`config.mk`:
```
export PLATFORM = sky130hd
export DESIGN_NAME = multi_button_debouncer_flat
export DESIGN_NICKNAME = d
export VERILOG_FILES = /design/src/rtl/multi_button_debouncer_if.sv /design/src/rtl/multi_button_debouncer.sv /design/src/flat_wrapper.sv
export SDC_FILE = /design/constraint.sdc
export NUM_CORES = 1
export LEC_CHECK = 0
export CAP_MARGIN = 0
export CORE_MARGIN = 4
export CORE_UTILIZATION = 55
export DETAILED_ROUTE_END_ITERATION = 10
export GPL_TIMING_DRIVEN = 0
export PLACE_DENSITY = 0.81
export SLEW_MARGIN = 20
export SYNTH_ARGS = -nofsm -noshare
export SYNTH_HDL_FRONTEND = slang
export SYNTH_SLANG_ARGS = --single-unit
export TNS_END_PERCENT = 30
```
`constraint.sdc`:
```
create_clock -name clk -period 6.9 [get_ports clk]
set_clock_uncertainty 0.1 [all_clocks]
set_input_delay 1.725 -clock clk [delete_from_list [all_inputs] [get_ports clk]]
set_output_delay 1.725 -clock clk [all_outputs]
set_load 0.05 [all_outputs]
```
`src/rtl/multi_button_debouncer_if.sv`:
```
// rtl/multi_button_debouncer_if.sv - button pins and debounced level/event bundle
interface multi_button_debouncer_if #(
    parameter int N = 4
);
    logic [N-1:0] b_in;
    logic [N-1:0] b_level;
    logic [N-1:0] b_press;
    logic [N-1:0] b_release;
    logic [N-1:0] b_long;
    logic [N-1:0] b_repeat;
    logic         any_pressed;

    modport master (
        output b_in,
        input  b_level, b_press, b_release, b_long, b_repeat, any_pressed
    );

    modport slave (
        input  b_in,
        output b_level, b_press, b_release, b_long, b_repeat, any_pressed
    );
endinterface

```
`src/rtl/multi_button_debouncer.sv`:
```
// rtl/multi_button_debouncer.sv - N-channel button debouncer with press/release/long events
// Auto-repeat pulses are built only when MULTI_BUTTON_DEBOUNCER_AUTOREPEAT_EN is defined.
module multi_button_debouncer #(
    parameter int N_BUTTONS     = 4,
    parameter int STABLE_CYCLES = 240000,
    parameter int LONG_CYCLES   = 12000000,
    parameter int REPEAT_CYCLES = 1200000,
    parameter int ACTIVE_LOW    = 0
) (
    input  logic                    clk,
    input  logic                    rst,
    multi_button_debouncer_if.slave bus
);
    localparam int   DW  = $clog2(STABLE_CYCLES + 1);
    localparam int   HW  = $clog2(LONG_CYCLES + 1);
    localparam logic INV = (ACTIVE_LOW != 0);
    localparam logic [DW-1:0] D_TERM = DW'(STABLE_CYCLES - 1);
    localparam logic [HW-1:0] H_TERM = HW'(LONG_CYCLES - 1);
`ifdef MULTI_BUTTON_DEBOUNCER_AUTOREPEAT_EN
    localparam int   RW  = $clog2(REPEAT_CYCLES + 1);
    localparam logic [RW-1:0] R_TERM = RW'(REPEAT_CYCLES - 1);
`endif

    typedef enum logic [1:0] {
        RELEASED = 2'd0,
        PRESSED  = 2'd1,
        HELD     = 2'd2
    } state_t;

    logic [N_BUTTONS-1:0] level_w;
    logic [N_BUTTONS-1:0] press_w;
    logic [N_BUTTONS-1:0] release_w;
    logic [N_BUTTONS-1:0] long_w;
    logic [N_BUTTONS-1:0] repeat_w;

    for (genvar i = 0; i < N_BUTTONS; i++) begin : g_ch
        logic          sync1_q, sync2_q, s;
        logic [DW-1:0] dcnt_q, dcnt_d;
        logic          level_q, level_d;
        logic [HW-1:0] hcnt_q, hcnt_d;
        state_t        state_q, state_d;
        logic          press_c, release_c, long_c, repeat_c;

        // Synchroniser resets to the pin's released value so s starts at 0.
        always_ff @(posedge clk or posedge rst) begin
            if (rst) begin
                sync1_q <= INV;
                sync2_q <= INV;
                dcnt_q  <= '0;
                level_q <= 1'b0;
                hcnt_q  <= '0;
            end else begin
                sync1_q <= bus.b_in[i];
                sync2_q <= sync1_q;
                dcnt_q  <= dcnt_d;
                level_q <= level_d;
                hcnt_q  <= hcnt_d;
            end
        end

        assign s = sync2_q ^ INV;

        always_comb begin
            dcnt_d  = dcnt_q;
            level_d = level_q;
            if (s == level_q) begin
                dcnt_d = '0;
            end else if (dcnt_q == D_TERM) begin
                level_d = ~level_q;
                dcnt_d  = '0;
            end else begin
                dcnt_d = dcnt_q + DW'(1);
            end
        end

        always_ff @(posedge clk or posedge rst) begin
            if (rst) state_q <= RELEASED;
            else     state_q <= state_d;
        end

        always_comb begin
            state_d = state_q;
            hcnt_d  = hcnt_q;
            case (state_q)
                RELEASED: begin
                    if (level_q) begin
                        state_d = PRESSED;
                        hcnt_d  = '0;
                    end
                end
                PRESSED: begin
                    if (!level_q)             state_d = RELEASED;
                    else if (hcnt_q == H_TERM) state_d = HELD;
                    else                      hcnt_d  = hcnt_q + HW'(1);
                end
                HELD: begin
                    if (!level_q) state_d = RELEASED;
                end
                default: state_d = RELEASED;
            endcase
        end

        // Events are decoded from the current level so they coincide with its edge.
        always_comb begin
            press_c   = (state_q == RELEASED) && level_q;
            release_c = (state_q != RELEASED) && !level_q;
            long_c    = (state_q == PRESSED) && level_q && (hcnt_q == H_TERM);
        end

`ifdef MULTI_BUTTON_DEBOUNCER_AUTOREPEAT_EN
        logic [RW-1:0] rcnt_q, rcnt_d;

        always_ff @(posedge clk or posedge rst) begin
            if (rst) rcnt_q <= '0;
            else     rcnt_q <= rcnt_d;
        end

        always_comb begin
            rcnt_d = rcnt_q;
            if (state_q != HELD)       rcnt_d = '0;
            else if (rcnt_q == R_TERM) rcnt_d = '0;
            else                       rcnt_d = rcnt_q + RW'(1);
        end

        assign repeat_c = (state_q == HELD) && level_q && (rcnt_q == R_TERM);
`else
        assign repeat_c = 1'b0;
`endif

        assign level_w[i]   = level_q;
        assign press_w[i]   = press_c;
        assign release_w[i] = release_c;
        assign long_w[i]    = long_c;
        assign repeat_w[i]  = repeat_c;
    end

    assign bus.b_level     = level_w;
    assign bus.b_press     = press_w;
    assign bus.b_release   = release_w;
    assign bus.b_long      = long_w;
    assign bus.b_repeat    = repeat_w;
    assign bus.any_pressed = |level_w;
endmodule

```
`src/flat_wrapper.sv`:
```
// flat-port wrapper written by rule: the top's interface ports become plain ports
module multi_button_debouncer_flat 
#(
    parameter int N_BUTTONS     = 4,
    parameter int STABLE_CYCLES = 240000,
    parameter int LONG_CYCLES   = 12000000,
    parameter int REPEAT_CYCLES = 1200000,
    parameter int ACTIVE_LOW    = 0
)
  (clk, rst, bus_b_in, bus_b_level, bus_b_press, bus_b_release, bus_b_long, bus_b_repeat, bus_any_pressed);
  multi_button_debouncer_if #(.N(4)) bus_i ();
  input  logic clk;
  input  logic rst;
  input wire logic [$bits(bus_i.b_in)-1:0] bus_b_in;
  output wire logic [$bits(bus_i.b_level)-1:0] bus_b_level;
  output wire logic [$bits(bus_i.b_press)-1:0] bus_b_press;
  output wire logic [$bits(bus_i.b_release)-1:0] bus_b_release;
  output wire logic [$bits(bus_i.b_long)-1:0] bus_b_long;
  output wire logic [$bits(bus_i.b_repeat)-1:0] bus_b_repeat;
  output wire logic [$bits(bus_i.any_pressed)-1:0] bus_any_pressed;
  assign bus_i.b_in = bus_b_in;
  assign bus_b_level = bus_i.b_level;
  assign bus_b_press = bus_i.b_press;
  assign bus_b_release = bus_i.b_release;
  assign bus_b_long = bus_i.b_long;
  assign bus_b_repeat = bus_i.b_repeat;
  assign bus_any_pressed = bus_i.any_pressed;
  multi_button_debouncer #(.N_BUTTONS(N_BUTTONS), .STABLE_CYCLES(STABLE_CYCLES), .LONG_CYCLES(LONG_CYCLES), .REPEAT_CYCLES(REPEAT_CYCLES), .ACTIVE_LOW(ACTIVE_LOW)) u_core (.clk(clk), .rst(rst), .bus(bus_i));
endmodule
```
==> results of run 1 <==
## worst register-to-register path: stages (launching register included)
cell and delay (ns):
dfrtp_1 0.50, nor2b_1 0.27, clkbuf_1 0.40, nand2_1 0.23, inv_1 0.22, buf_1 0.45
nor2_1 0.11
## layout by cell type (no fill, tap or decap), types with 6 or more instances in the layout
cell type	instances
dfrtp_1	188
nor2_1	151
nand2_1	92
nand3_1	67
xnor2_1	58
xor2_1	51
nand4_1	49
and3_1	34
nor3_1	31
o21ai_0	27
clkbuf_1	26
nor4_1	26
clkdlybuf4s50_1	22
a21oi_1	20
buf_4	20
inv_1	19
clkbuf_16	17
or3_1	12
and4_1	12
nand2b_1	11
or4_1	10
a31oi_1	10
nor2b_1	9
and2_1	9
buf_2	8
o31ai_1	8
ha_1	8
mux2_2	7
nand4b_1	6
mux2i_1	6
buf_12	6
## layout make-up
type / instances / area [sq um] / share of cell area (%)
buffer: 56 / 302.8 / 2.758
clock buffer: 20 / 446.7 / 4.069
clock inverter: 11 / 142.6 / 1.299
inverter: 22 / 86.33 / 0.7864
multi-input combinational: 779 / 4673 / 42.57
sequential: 188 / 4705 / 42.85
tap: 225 / 281.5 / 2.564
timing repair buffer: 28 / 340.3 / 3.100
## metal layers
| metal | vias up | track usage, % | wire, microns |
|---|---|---|---|
| met1 | 3620 | 27.05 | 8737 |
| li1 | 3752 | - | - |
| met4 | 0 | 6.527 | 399 |
| met5 | - | 0 | 0 |
| met3 | 33 | 3.833 | 603 |
| met2 | 123 | 33.18 | 9395 |
## worst min path at each step
stage | from | to | slack, ns | depth (start not counted)
after floorplan | u_core.g_ch[0].sync1_q | u_core.g_ch[0].s | 0.23 | 0
final | u_core.g_ch[0].sync1_q | u_core.g_ch[0].s | 0.25 | 0
after detailed placement | u_core.g_ch[2].sync1_q | u_core.g_ch[2].s | 0.24 | 0
after global placement | u_core.g_ch[2].sync1_q | u_core.g_ch[2].s | 0.23 | 0
after CTS | u_core.g_ch[0].sync1_q | u_core.g_ch[0].s | 0.25 | 0
after global routing | u_core.g_ch[3].sync1_q | u_core.g_ch[3].s | 0.27 | 0
## cell families (layout without fill, tap and decap cells)
| family | after synthesis | in the layout | synth area share [%] |
|---|---|---|---|
| AO/OA/AOI/OAI | 102 | 102 | 6.800 |
| XOR/XNOR | 109 | 109 | 9.790 |
| adder cells (fa/ha/maj) | 8 | 8 | 1.026 |
| buffers and inverters | 78 | 137 | 3.952 |
| flip-flops | 188 | 188 | 48.24 |
| multiplexers | 13 | 13 | 1.424 |
| other | 1 | 4 | 0.03845 |
| AND/OR/NAND/NOR | 543 | 543 | 28.73 |
## power by group through the flow
stage          logic, mW  clock network [mW]  registers (mW)
3_3_place_gp      0.0508                   0            1.14
4_1_cts           0.0607                1.01            1.12
6_report          0.0583               0.990            1.12
2_1_floorplan     0.0387                   0            1.14
5_1_grt           0.0673                1.06            1.12
3_5_place_dp      0.0601                   0            1.14
## stage by stage
step / hold slack, ns / std cells / power (mW) / util [%]
floorplan: 0.2312 / 1045 / 1.174 / -
global placement: 0.2323 / 1292 / 1.188 / 59.16
detailed placement: 0.2379 / 1298 / 1.197 / 59.85
CTS: 0.2530 / 1329 / 2.189 / 63.25
global route: 0.2694 / 1329 / 2.243 / 63.25
finish: 0.2513 / 1329 / 2.165 / 63.25
## flip-flops by register name, summed over array words and instances (netlist names)
register and cells:
u_core.g_ch.dcnt_q 72, u_core.g_ch.hcnt_q 96, u_core.g_ch.s 4, u_core.g_ch.level_q 4, u_core.g_ch.state_q 8, u_core.g_ch.sync1_q 4
==> impl_metrics.json, run 1 <==
{
  "clockBufferDepth": 2,
  "cp.depth": 7,
  "hold_class": "register to register",
  "fin_setup_tns_ns": 0,
  "rsz0062_at_grt": "false",
  "top_level_ports": 27,
  "cp_slowest_cell": "clkdlybuf4s50_1",
  "synthMostInstantiatedCell": "dfrtp_1",
  "relSlewSlack_pct": 30.89,
  "grt_pass1_wl_mm": 33.51,
  "synth_seq_area_share_pct": 48.24,
  "critPathBufInv": 5,
  "ctsHoldBuffers": 0,
  "synth_area_leaders": "dfrtp_1 48%, nor2_1 5.8%, xnor2_1 5.2%",
  "ys_seq_elements": 188,
  "p_comb_share_pct": 2.7,
  "rr_endpoint": "u_core.g_ch[0].hcnt_q[14]",
  "drv_cap": 0,
  "cts_htree_levels": 4,
  "synthTopCellsByCount": "188 x dfrtp_1, 151 x nor2_1, 92 x nand2_1",
  "rows": 48,
  "fin_area_sq_mm": 0.01098,
  "synth_cells": 1042,
  "cp_cell_sequence": "nor2b_1 > clkbuf_1 > nand2_1 > inv_1 > buf_1 > buf_4 > clkdlybuf4s50_1",
  "cts_tree": "built",
  "cp-startpoint": "u_core.g_ch[0].level_q",
  "area_growth_pct": 12.57,
  "rr_worst_depth": 6,
  "grt_overflow_total": 0,
  "outcome": "finished, final reports clean",
  "pwr-share-clk_pct": 45.8,
  "die_h_microns": 141.2,
  "num_antenna_cells": 0,
  "yosysWarnings": 0,
  "core-area_sq_mm": 0.01736,
  "start_util_pct": 56.19,
  "fillCellCount": 1399,
  "cp-start-kind": "register",
  "syn_area_per_cell_sq_um": 9.359,
  "drc": 0,
  "setup_viol": 0,
  "yosys.area.top_type": "dfrtp_1",
  "num-nets-final": 1106,
  "synthFlopType": "dfrtp_1",
  "crit_path_end": "bus_b_press[0]",
  "endpoint_kind": "primary output",
  "crit_arrival_ns": 3.50,
  "netlist_area_sq_mm": 0.009752,
  "die_area_sq_mm": 0.01992,
  "cts-root-buf": "clkbuf_16",
  "synth_top_area_share_pct": 48.24,
  "drive_above_1_share_pct": 7.428,
  "hold_viol": 0,
  "crit_fanout": 10,
  "grt_max_degree": 35,
  "worst-setup-path-type": "register to primary output",
  "drv_slew": 0,
  "crit-reg2reg-launch": "u_core.g_ch[0].level_q",
  "synth_cell_type_count": 60,
  "placed_area_sq_mm": 0.01039,
  "dp_hpwl_mm": 13.26,
  "antenna_found_initial": 0,
  "clock_sinks": 188,
  "period_needed_ns": 5.321,
  "first_pass_iters": 7,
  "vias_per_cell": 5.664,
  "drt-total-wl_mm": 19.14,
  "power_switching_share_pct": 21.21,
  "path_delay_family": "buffers and inverters",
  "p_seq_share_pct": 51.6,
  "cts_setup_buffers": 0,
  "fin_ws_ns": 1.579,
  "leakage_nw": 4.781,
  "clk_pin_slew_ns": 0.06,
  "drt_iter0_markers": 448,
  "wl_per_cell_microns": 14.40,
  "gp_congestion": 0.8895,
  "dr_total_vias": 7528,
  "powerDensity_mw_per_mm2": 197.2,
  "clock.fmax_mhz": 187.9,
  "portBuffers": 22,
  "min_period_over_period_pct": 77.11,
  "grt_pass1_vias": 7209,
  "worst_slew_pin_slew_ns": 1.027,
  "power.internal_mw": 1.706,
  "crit_required_ns": 5.08,
  "rrSetupSlack_ns": 4.48,
  "grt_usage_pct": 20.15,
  "synth-edff-count": 0,
  "ir_worst_vdd_mv": 0.1803,
  "switchingPower_mw": 0.4592,
  "worst_path_largest_cell_delay_ns": 0.79,
  "cts-resized-gates": 0,
  "ys_async_sr_fraction_pct": 100.0,
  "die_w_microns": 141.2,
  "place_ws_ns": 2.035,
  "ant_nets": 0,
  "numCtsBuffers": 17,
  "clk_latency_ns": 0.44
}
Note: power is estimated with default switching activity, not from simulation.
==> run 2: changes to the inputs <==
Settings changed: PLACE_DENSITY 0.81 to 0.78.
Clock period 6.9 ns to 5.2 ns, I/O delays scaled along.
==> impl_metrics.json, run 2 (synthesized netlist as in run 1, its figures left out) <==
{
  "path_delay_family": "buffers and inverters",
  "worstHoldPathCells": 0,
  "worst-setup-path-type": "register to primary output",
  "switchingPower_mw": 0.6183,
  "cts-resized-gates": 0,
  "clockBufferDepth": 2,
  "hold_slack_ns": 0.2493,
  "setup_viol": 0,
  "clk_latency_ns": 0.43,
  "clock_sinks": 188,
  "crit_arrival_ns": 3.53,
  "start_util_pct": 56.19,
  "first_pass_iters": 5,
  "grt_pass1_wl_mm": 33.29,
  "area_growth_pct": 12.75,
  "core-area_sq_mm": 0.01736,
  "p_seq_share_pct": 51.9,
  "endpoint_kind": "primary output",
  "dr_total_vias": 7585,
  "drv_cap": 0,
  "ir_worst_vdd_mv": 0.2289,
  "top_level_ports": 27,
  "cp_slowest_cell": "clkdlybuf4s50_1",
  "power.internal_mw": 2.236,
  "num-nets-final": 1106,
  "cp_cell_sequence": "nor2b_1 > clkbuf_1 > nand2_1 > inv_1 > buf_1 > buf_4 > clkdlybuf4s50_1",
  "leakage_nw": 4.797,
  "power_switching_share_pct": 21.67,
  "ant_nets": 0,
  "dp.cells": 1298,
  "rsz0062_at_grt": "false",
  "die_h_microns": 141.2,
  "largest_reg_flops": 96,
  "hold_class": "register to register",
  "period_needed_ns": 4.931,
  "drc": 0,
  "fin_setup_tns_ns": 0,
  "hold_viol": 0,
  "vias_per_cell": 5.703,
  "clk_pin_slew_ns": 0.06,
  "cts_setup_buffers": 0,
  "rr_worst_depth": 6,
  "min_period_over_period_pct": 94.83,
  "drt_iter0_markers": 364,
  "gp_congestion": 0.8568,
  "cp-start-kind": "register",
  "final_core_util_pct": 63.35,
  "cp.depth": 7,
  "layout_commonest_cell": "dfrtp_1",
  "pwr-share-clk_pct": 45.4,
  "ctsHoldBuffers": 0,
  "portBuffers": 22,
  "crit_fanout": 10,
  "wl_per_cell_microns": 14.28,
  "cts_tree": "built",
  "critPathBufInv": 5,
  "place_ws_ns": 0.7666,
  "die_w_microns": 141.2,
  "numCtsBuffers": 17,
  "rows": 48,
  "drv_slew": 0,
  "cts_htree_levels": 4,
  "top_regs": "u_core.g_ch.hcnt_q: 96 flops, u_core.g_ch.dcnt_q: 72 flops, u_core.g_ch.state_q: 8 flops",
  "p_comb_share_pct": 2.7,
  "fin_ws_ns": 0.2690,
  "powerDensity_mw_per_mm2": 259.6,
  "fillCellCount": 1424,
  "grt_pass1_vias": 7146,
  "final_cell_mix": "188 x dfrtp_1, 151 x nor2_1, 92 x nand2_1",
  "grt_usage_pct": 19.81,
  "num_antenna_cells": 0,
  "outcome": "finished, final reports clean",
  "drive_above_1_share_pct": 7.783,
  "crit_required_ns": 3.80,
  "drt-total-wl_mm": 18.99,
  "final_cells": 1330,
  "clock.fmax_mhz": 202.8,
  "die_area_sq_mm": 0.01992,
  "dp_hpwl_mm": 13.23,
  "worst_path_largest_cell_delay_ns": 0.79,
  "rrSetupSlack_ns": 2.74,
  "grt_max_degree": 35,
  "cts-root-buf": "clkbuf_16",
  "max_flop_register": "u_core.g_ch.hcnt_q",
  "antenna_found_initial": 0,
  "worst_slew_pin_slew_ns": 0.8018,
  "grt_overflow_total": 0,
  "relSlewSlack_pct": 46.06
}
-- run 2: through the flow --
step	power (mW)	instance area, sq um
floorplan	1.558	9767
global placement	1.577	10270
detailed placement	1.589	10400
CTS	2.884	10990
global route	2.960	11000
finish	2.854	11000
-- run 2: final timing paths --
check	from	endpoint
setup / recovery	u_core.g_ch[0].level_q	bus_b_press[0]
hold / removal	u_core.g_ch[0].sync1_q	u_core.g_ch[0].s
setup reg to reg	u_core.g_ch[0].level_q	u_core.g_ch[0].hcnt_q[17]
hold reg to reg	u_core.g_ch[0].sync1_q	u_core.g_ch[0].s
max in group asynchronous	rst	u_core.g_ch[2].hcnt_q[11]
min in group asynchronous	rst	u_core.g_ch[3].hcnt_q[4]
-- run 2: layer usage --
layer  routed length, microns  global-route usage (%)
met1                     8803                   26.62
met2                     9286                   32.98
met3                      683                   3.833
met4                      217                   5.456
met5                        0                       0
-- run 2: cell type report --
type                    instances  area, sq um  share of cell area [%]
clock inverters                13        140.1                   1.274
clock buffers                  19        452.9                   4.119
flip-flops and latches        188         4705                   42.79
plain buffers                  56        302.8                   2.754
well taps                     225        281.5                   2.560
inverters                      22        86.33                  0.7852
repair buffers                 28        347.8                   3.163
multi-input cells             779         4679                   42.56
-- run 2: power by group through the flow --
stage                     Clock, mW  Combinational [mW]  Sequential [mW]
after global routing           1.39              0.0894             1.48
after global placement            0              0.0677             1.51
after CTS                      1.32              0.0807             1.48
after detailed placement          0              0.0805             1.51
final                          1.30              0.0775             1.48
after floorplan                   0              0.0513             1.51
